`src/rtl/tns_pkg.sv`:
```
// Shared types and constants for the TNS link scheduler and its TSV rule monitor.
package tns_pkg;

    localparam int unsigned DATA_W = 30;
    localparam int unsigned NGRP   = 11;
    localparam logic [DATA_W-1:0] MAX_WORD = 30'd847425747;

    typedef logic [DATA_W-1:0] src_word_t;
    typedef logic [3*NGRP-1:0] tsv_bus_t;

    typedef enum logic [1:0] {
        IDLE,
        ACTIVE,
        SWITCH
    } sched_state_t;

endpackage

```
`src/rtl/tns_rule_monitor.sv`:
```
// Mosaic-3C1S group-rule checker on a 3*NGRP TSV bus with a saturating violation counter.
module tns_rule_monitor #(
    parameter int unsigned NGRP = 11
) (
    input  logic                clock,
    input  logic                reset_n,
    input  logic [3*NGRP-1:0]   tsv,
    output logic                rule_viol,
    output logic [15:0]         viol_count
);
    import tns_pkg::*;

    logic [NGRP-1:0] prev_top;
    logic [NGRP-1:0] cur_top;
    logic [NGRP-1:0] hit;

    // Per-group rule check against the top bit seen on the previous cycle.
    always_comb begin
        hit     = '0;
        cur_top = '0;
        for (int unsigned j = 0; j < NGRP; j++) begin
            cur_top[j] = tsv[3*j+2];
            hit[j] = ((tsv[3*j +: 3] == 3'b100) && !prev_top[j]) ||
                     ((tsv[3*j +: 3] == 3'b011) &&  prev_top[j]);
        end
    end

    // History register, violation pulse and saturating counter.
    always_ff @(posedge clock or negedge reset_n) begin
        if (!reset_n) begin
            prev_top   <= '0;
            rule_viol  <= 1'b0;
            viol_count <= '0;
        end else begin
            prev_top  <= cur_top;
            rule_viol <= |hit;
            if ((|hit) && (viol_count != '1))
                viol_count <= viol_count + 16'd1;
        end
    end

endmodule

```
`src/rtl/tns_link_scheduler.sv`:
```
// Round-robin, burst-limited arbiter feeding a shared TNS encoder, with range
// filtering of source words and a TSV rule monitor on the encoder output.
module tns_link_scheduler #(
    parameter int unsigned NUM_REQ   = 4,
    parameter int unsigned DATA_W    = 30,
    parameter logic [DATA_W-1:0] MAX_WORD = 30'd847425747,
    parameter int unsigned MAX_BURST = 4,
    parameter int unsigned NGRP      = 11,
    localparam int unsigned SRC_W    = $clog2(NUM_REQ)
) (
    input  logic                        clock,
    input  logic                        reset_n,
    input  logic [NUM_REQ-1:0]          req_valid,
    input  logic [NUM_REQ*DATA_W-1:0]   req_data,
    output logic [NUM_REQ-1:0]          req_ready,
    output logic [DATA_W-1:0]           enc_data,
    output logic                        enc_valid,
    output logic [SRC_W-1:0]            enc_src,
    input  logic [3*NGRP-1:0]           tsv_mon,
    output logic                        err_range,
    output logic [SRC_W-1:0]            err_src,
    output logic                        rule_viol,
    output logic [15:0]                 viol_count
);
    import tns_pkg::*;

    localparam int unsigned BEAT_W = $clog2(MAX_BURST + 1);

    sched_state_t      state_q, state_d;
    logic [SRC_W-1:0]  owner_q, owner_d;
    logic [SRC_W-1:0]  rr_q, rr_d;
    logic [BEAT_W-1:0] beat_q, beat_d;

    logic              found;
    logic [SRC_W-1:0]  pick;
    int unsigned       idx;
    logic              xfer;
    logic [DATA_W-1:0] word;

    // First valid requester at or after the round-robin pointer, cyclically.
    always_comb begin
        found = 1'b0;
        pick  = '0;
        idx   = 0;
        for (int unsigned i = 0; i < NUM_REQ; i++) begin
            idx = (32'(rr_q) + i) % NUM_REQ;
            if (!found && req_valid[idx[SRC_W-1:0]]) begin
                found = 1'b1;
                pick  = idx[SRC_W-1:0];
            end
        end
    end

    // Arbiter next-state, burst accounting and ready generation.
    always_comb begin
        state_d   = state_q;
        owner_d   = owner_q;
        beat_d    = beat_q;
        rr_d      = rr_q;
        req_ready = '0;
        case (state_q)
            IDLE: begin
                if (found) begin
                    state_d = ACTIVE;
                    owner_d = pick;
                    beat_d  = '0;
                end
            end
            ACTIVE: begin
                req_ready[owner_q] = 1'b1;
                if (req_valid[owner_q]) begin
                    beat_d = beat_q + BEAT_W'(1);
                    if (beat_d == BEAT_W'(MAX_BURST))
                        state_d = SWITCH;
                end else begin
                    state_d = SWITCH;
                end
            end
            SWITCH: begin
                rr_d    = (owner_q == SRC_W'(NUM_REQ - 1)) ? '0 : owner_q + SRC_W'(1);
                state_d = IDLE;
            end
            default: state_d = IDLE;
        endcase
    end

    // Arbiter state registers.
    always_ff @(posedge clock or negedge reset_n) begin
        if (!reset_n) begin
            state_q <= IDLE;
            owner_q <= '0;
            rr_q    <= '0;
            beat_q  <= '0;
        end else begin
            state_q <= state_d;
            owner_q <= owner_d;
            rr_q    <= rr_d;
            beat_q  <= beat_d;
        end
    end

    // Word offered by the current owner and the handshake qualifier.
    always_comb begin
        xfer = (state_q == ACTIVE) && req_valid[owner_q];
        word = req_data[32'(owner_q) * DATA_W +: DATA_W];
    end

    // Encoder input register: holds its value unless an in-range word arrives,
    // so the TSVs stay static while idle; out-of-range words only raise an error.
    always_ff @(posedge clock or negedge reset_n) begin
        if (!reset_n) begin
            enc_data  <= '0;
            enc_valid <= 1'b0;
            enc_src   <= '0;
            err_range <= 1'b0;
            err_src   <= '0;
        end else begin
            enc_valid <= 1'b0;
            err_range <= 1'b0;
            if (xfer) begin
                if (word > MAX_WORD) begin
                    err_range <= 1'b1;
                    err_src   <= owner_q;
                end else begin
                    enc_data  <= word;
                    enc_src   <= owner_q;
                    enc_valid <= 1'b1;
                end
            end
        end
    end

    tns_rule_monitor #(
        .NGRP(NGRP)
    ) u_mon (
        .clock      (clock),
        .reset_n    (reset_n),
        .tsv        (tsv_mon),
        .rule_viol  (rule_viol),
        .viol_count (viol_count)
    );

endmodule

```
`config.mk`:
```
export PLATFORM = sky130hd
export DESIGN_NAME = tns_link_scheduler
export DESIGN_NICKNAME = d
export VERILOG_FILES = /design/src/rtl/tns_pkg.sv /design/src/rtl/tns_rule_monitor.sv /design/src/rtl/tns_link_scheduler.sv
export SDC_FILE = /design/constraint.sdc
export NUM_CORES = 1
export LEC_CHECK = 0
export BUFFER_PORTS_ARGS = -buffer_cell sky130_fd_sc_hd__clkbuf_2
export CAP_MARGIN = 20
export CORE_ASPECT_RATIO = 0.6
export CORE_UTILIZATION = 52
export CTS_BUF_LIST = sky130_fd_sc_hd__clkbuf_8
export CTS_CLUSTER_SIZE = 28
export DETAILED_ROUTE_END_ITERATION = 10
export GPL_TIMING_DRIVEN = 0
export PLACE_DENSITY = 0.9
export SYNTH_ARGS = -nofsm -noshare
export SYNTH_HDL_FRONTEND = slang
export SYNTH_HIERARCHICAL = 1
export SYNTH_SLANG_ARGS = --single-unit
```
`constraint.sdc`:
```
create_clock -name clock -period 8.9 [get_ports clock]
set_clock_uncertainty 0.1 [all_clocks]
set_input_delay 0.89 -clock clock [delete_from_list [all_inputs] [get_ports clock]]
set_output_delay 0.89 -clock clock [all_outputs]
set_load 0.01 [all_outputs]
```
### Word level (Yosys, flattened, before mapping)

Index checks and enable logic that the tools add are counted.

| storage, ports and cells | value |
|---|---|
| register bits after elaboration | 73 |

| operators by class | value |
|---|---|
| add/sub/neg operators | 6 |
| $mul | 1 |
| $lt $le $gt $ge | 7 |
| eq/ne operators | 30 |
| shift-type cells | 1 |
| muxes and demuxes | 33 |
| bitwise operators | 1 |
| reductions and logical operators | 61 |

Operator list:

| cell | number |
|---|---|
| 120-bit by 8-bit variable part select with 30-bit output | 1 |
| 3-bit == test (second input constant) | 12 |
| 3-bit by 2-bit == test with 1-bit output (second input constant) | 11 |
| 30-bit > comparator (second input constant) | 1 |
| 1-bit logical AND | 28 |
| 16-bit by 1-bit adder with 16-bit output (second input constant) | 1 |
| 2-bit two-way mux | 8 |
| 16-bit inequality test (second input constant) | 1 |
| 2-bit by 3-bit less-than comparator with 1-bit output (second input constant) | 5 |
| 1-bit zero test | 14 |
| 1-bit two-way mux | 14 |
| 1-bit logical OR | 11 |
| 11-bit OR reduction | 1 |
| 1-bit binary-select mux with 2-bit select | 5 |
| 2-bit AND reduction | 4 |
| 2-bit by 4-bit multiplier with 6-bit output (second input constant) | 1 |
| 3-bit two-way mux | 2 |
| 3-bit case mux with 2 select lines | 1 |
| 2-bit by 1-bit adder with 2-bit output (second input constant) | 2 |
| 2-bit adder (second input constant) | 2 |
| 2-bit == test (second input constant) | 2 |
| 4-bit two-way mux | 1 |
| 2-bit inequality test (second input constant) | 2 |
| 2-bit case mux with 2 select lines | 1 |
| other kinds (9) | 9 |

### Longest topological paths before layout

| logic depth | value |
|---|---|
| depth after elaboration | 14 |
| depth in mapped cells | 10 |
| mapped depth without buffers | 6 |

### Modules after synthesis

Netlist, hierarchy kept.

Modules (own cells, without submodules):

| module | times used | cells each | area each (µm²) |
|---|---|---|---|
| tns_link_scheduler | 1 | 201 | 3002.9 |
| tns_rule_monitor | 1 | 117 | 1402.6 |

### Worst setup path after synthesis

No wires, ideal clock.

| timing path | value |
|---|---|
| path kind | input to register |
| from | in req_data[46] |
| to | reg enc_data[0] |
| setup time | 0.125 ns |
| data arrival time | 3.166 ns |
| data required time | 8.675 ns |
| path slack | 5.509 ns |
| stages on the path | 7 |
| buffers on the path | 1 |
| cells stage by stage | mux4_1 > nor4bb_1 > nand3_1 > or4_4 > a31oi_4 > buf_12 > mux2_4 |

| between the ends | value |
|---|---|
| word-level cells in the longest chain between the ends | 4 |

Ends and longest elaborated chain:

| item | line | source |
|---|---|---|
| from (decl) | tns_link_scheduler.sv:14 | `input logic [NUM_REQ*DATA_W-1:0] req_data,` |
| 120-bit by 8-bit variable part select with 30-bit output * | tns_link_scheduler.sv:105 | `word = req_data[32'(owner_q) * DATA_W +: DATA_W];` |
| 30-bit > comparator | tns_link_scheduler.sv:121 | `if (word > MAX_WORD) begin` |
| 1-bit inverter (no source line) | -- |  |
| 2-bit AND reduction (no source line) | -- |  |
| to (signal assigned) | tns_link_scheduler.sv:125 | `enc_data <= word;` |
| to (decl) | tns_link_scheduler.sv:16 | `output logic [DATA_W-1:0] enc_data,` |

Mark *: on every way between the ends. The rest lies on a longest branch, timed or not.
A chain may end at the register's enable or synchronous reset.

### Worst setup path after layout

| timing path | value |
|---|---|
| from | reg owner_q[1] |
| to | reg enc_data[9] |

| between the ends | value |
|---|---|
| word-level cells in the longest chain between the ends | 5 |
| elaborated cells between the ends (all ways) | 8 |
| those cells by class | mul: 1; order compare: 1; shift: 1; mux: 2; bitwise: 1; reduce/logical: 2 |

Ends and longest elaborated chain:

| item | line | source |
|---|---|---|
| from (decl) | tns_link_scheduler.sv:30 | `logic [SRC_W-1:0] owner_q, owner_d;` |
| from (signal assigned) | tns_link_scheduler.sv:96 | `owner_q <= owner_d;` |
| 2-bit by 4-bit multiplier with 6-bit output | tns_link_scheduler.sv:105 |  |
| 120-bit by 8-bit variable part select with 30-bit output | tns_link_scheduler.sv:105 |  |
| 30-bit > comparator | tns_link_scheduler.sv:121 |  |
| 1-bit inverter (no source line) | -- |  |
| 2-bit AND reduction (no source line) | -- |  |

Several ways; a longest one is shown, not always the timed one. The select of a mux whose other input is x is not followed.

==> summary.md <==
| Metric | Value |
|---|---|
| Die area | `8860 um2` |
| Clk_lat worst skew | `340 ps` |
| Clock root buffer | `clkbuf_8` |
| Setup CP Type | `register to register` |
| Port bufs | `215` |
| RSZ-0062 raised after global routing | `no` |
| Syn_nets | `484` |
| Max-Cap Viols | `0` |
| Complex-gate fraction of the synthesized area | `6.53%` |
| Clock sink total | `73` |
| Worst Reg-to-Reg Cells | `10` |
| Ratio of cells with drive above 1 in the final layout | `57.0%` |
| Vias/cell | `5.78` |
| Post-route clock period utilization | `45.5%` |
| Drt first-iter violations | `167` |
| Gpl congestion | `0.861` |
| Yosys warnings | `6` |
| Reg2reg end | `enc_data[9]` |
| Fraction of synthesized area in multiplexers | `30.0%` |
| Die Width | `121 um` |
| Max Fclk | `247 MHz` |
| Worst vdd ir | `153 uV` |
| # diodes | `0` |
| PwrDens | `296 nW/um2` |
| Slew headroom | `51.3%` |
| Crit-path max FO | `10` |
| CTS tree | `done` |
| Final Net Count | `712` |
| Hpwl dp | `10,400 um` |
| Leakage | `0.00287 uW` |
| Vias | `3,812` |
| Worst Setup Start Kind | `register` |
| Worst Tran Pin Value | `721 ps` |
| Required time of the critical path | `9020 ps` |
| Reg clk slew, reported paths | `80 ps` |
| #FFs+latches synth | `73` |
| Post-synth ARST share | `100%` |
| Most frequent cells in the layout | `215 x clkbuf_2, 73 x dfrtp_1, 29 x mux2_4, 20 x mux4_2, 18 x nand2_1` |
| Tot GR Track Use | `30.7%` |
| Worst Path Arrival | `4170 ps` |
| Initial antenna violation count | `0` |
| Hold_ws | `412 ps` |
| Synth cell types | `52` |
| Area Overhead vs Synth | `32.6%` |
| Synth Area in XOR/XNOR | `2.19%` |
| Count of final setup violators | `0` |
| Largest family of logic cells by synthesized area | `multiplexers` |
| Hold endpoint | `err_src[1]` |
| CTS-repair resized insts | `0` |
| I/O pins | `216` |
| Most common cell after layout, fill and taps aside | `clkbuf_2` |
| Hold Path Stages | `1` |
| HP Class | `register to register` |
| Antenna violation net count after detailed routing | `0` |
| Routed WL | `12,800 um` |
| CP endpoint kind | `register` |
| CTS hold repair buffers | `0` |
| Final Hold Vio Count | `0` |
| Initial Util | `54.8%` |
| CTS buffer count | `9` |
| Cell Rows | `25` |
| Drt drc | `0` |
| Adder-Cell Fraction of Synth Area | `1.99%` |
| Setup bufs post-CTS | `0` |
| Placed inst area | `5640 um2` |
| Mapped Area | `4410 um2` |
| Drt wl/cell | `19.4 um` |
| Vias in the first global route | `4,044` |
| Hold Path Origin | `err_src[1]` |
| Die height | `73.3 um` |
| Setup TNS | `0 ps` |
| Minimum clock period | `4050 ps` |
| Clock buffer depth | `2` |
| # H-tree levels | `3` |
| Synth Instances | `318` |
| Fill cell count | `549` |
| Core Region | `8040 um2` |
| Slew Viols, Final | `0` |
| Drt pass-1 iters | `4` |
| Sequential fraction of the synthesis area | `41.5%` |
| Reg-to-reg slack, setup | `4850 ps` |
| Worst r2r src | `owner_q[1]` |
| Total congestion overflow | `0` |
| Top FF cell, synth | `dfrtp_1` |
| Cell area after layout | `5840 um2` |
| Global-route wire length before repair | `20,300 um` |
| Post-Syn Area per Cell | `13.9 um2` |
| Simple-Gate Fraction of Synth Area | `13.9%` |
| Status | `finished, final reports clean` |
| EDFF count, synth | `0` |
| Largest net degree at the start of global routing | `41` |
-- power by group --
group | leakage, uW | internal (uW) | total [uW] | switching [uW]
clock network | 0.0000889 | 129 | 257 | 128
registers | 0.000894 | 453 | 545 | 91.8
logic | 0.00189 | 494 | 927 | 433
-- cells by family after synthesis --
kind of cell / after synthesis
compound gates: 36
xor+xnor: 11
fa+ha+maj: 7
buf+inv: 22
flops: 73
mux: 73
simple gates: 96
-- through the flow --
step	cells	total power, uW	utilization [%]	setup WS (ps)
finish	659	1730	72.7	4850
global route	659	1820	72.7	4710
CTS	658	1730	72.6	4850
detailed placement	642	1470	70.1	4860
global placement	641	1430	69.9	4960
floorplan	318	1170	-	5510
-- state kept, by name, indices dropped and copies added (netlist names) --
signal            cells
enc_data             30
u_mon/viol_count     16
u_mon/prev_top       11
beat_q                3
enc_src               2
err_src               2
owner_q               2
rr_q                  2
state_q               2
enc_valid             1
err_range             1
u_mon/rule_viol       1
-- critical path: stages, from the launching register on --
cell,delay [ps]
dfrtp_1,390
buf_2,270
buf_2,330
buf_1,510
mux4_2,420
nor4_1,400
nand2_1,110
or4_4,460
a31oi_4,400
buf_12,210
mux2_4,320
-- cell type report --
class	count	area [um2]	share of cell area [%]
sequential	73	1830	31.3
clock buffer	9	124	2.12
buffer	15	146	2.51
multi-input combinational	223	2410	41.2
clock inverter	7	72.6	1.24
tap	108	135	2.31
inverter	7	26.3	0.450
timing repair buffer	217	1100	18.9
-- synth_stat cells (all sizes together) (7+ instances only) --
library cell	count	area share, %
and4b	10	2.3
buf	13	3.2
dfrtp	73	41
ha	7	2.0
inv	7	0.60
mux2	41	13
mux4	31	17
nand2	18	1.5
nand3	14	1.6
nor2	7	0.60
nor4	8	1.1
nor4b	11	2.3
o211ai	8	1.8
o21ai	8	0.91
xnor2	10	2.0
-- metal layers --
metal,up-vias,GRT usage [%],part of all wire [%]
met5,-,0,0
met1,1874,37.7,40
met2,195,52.8,50
li1,1717,-,-
met3,26,8.46,7.3
met4,0,11.2,2.3
-- worst max-delay path by stage --
stage / startpoint / endpoint / slack (ps) / cells past startpoint
floorplan: req_data[46] / enc_data[0] / 5510 / 7
global placement: owner_q[1] / enc_data[26] / 4960 / 10
detailed placement: owner_q[1] / enc_src[0] / 4860 / 10
CTS: owner_q[1] / enc_src[0] / 4850 / 10
global route: owner_q[1] / enc_data[9] / 4710 / 10
finish: owner_q[1] / enc_data[9] / 4850 / 10
Power figures use the tool's default switching activity.
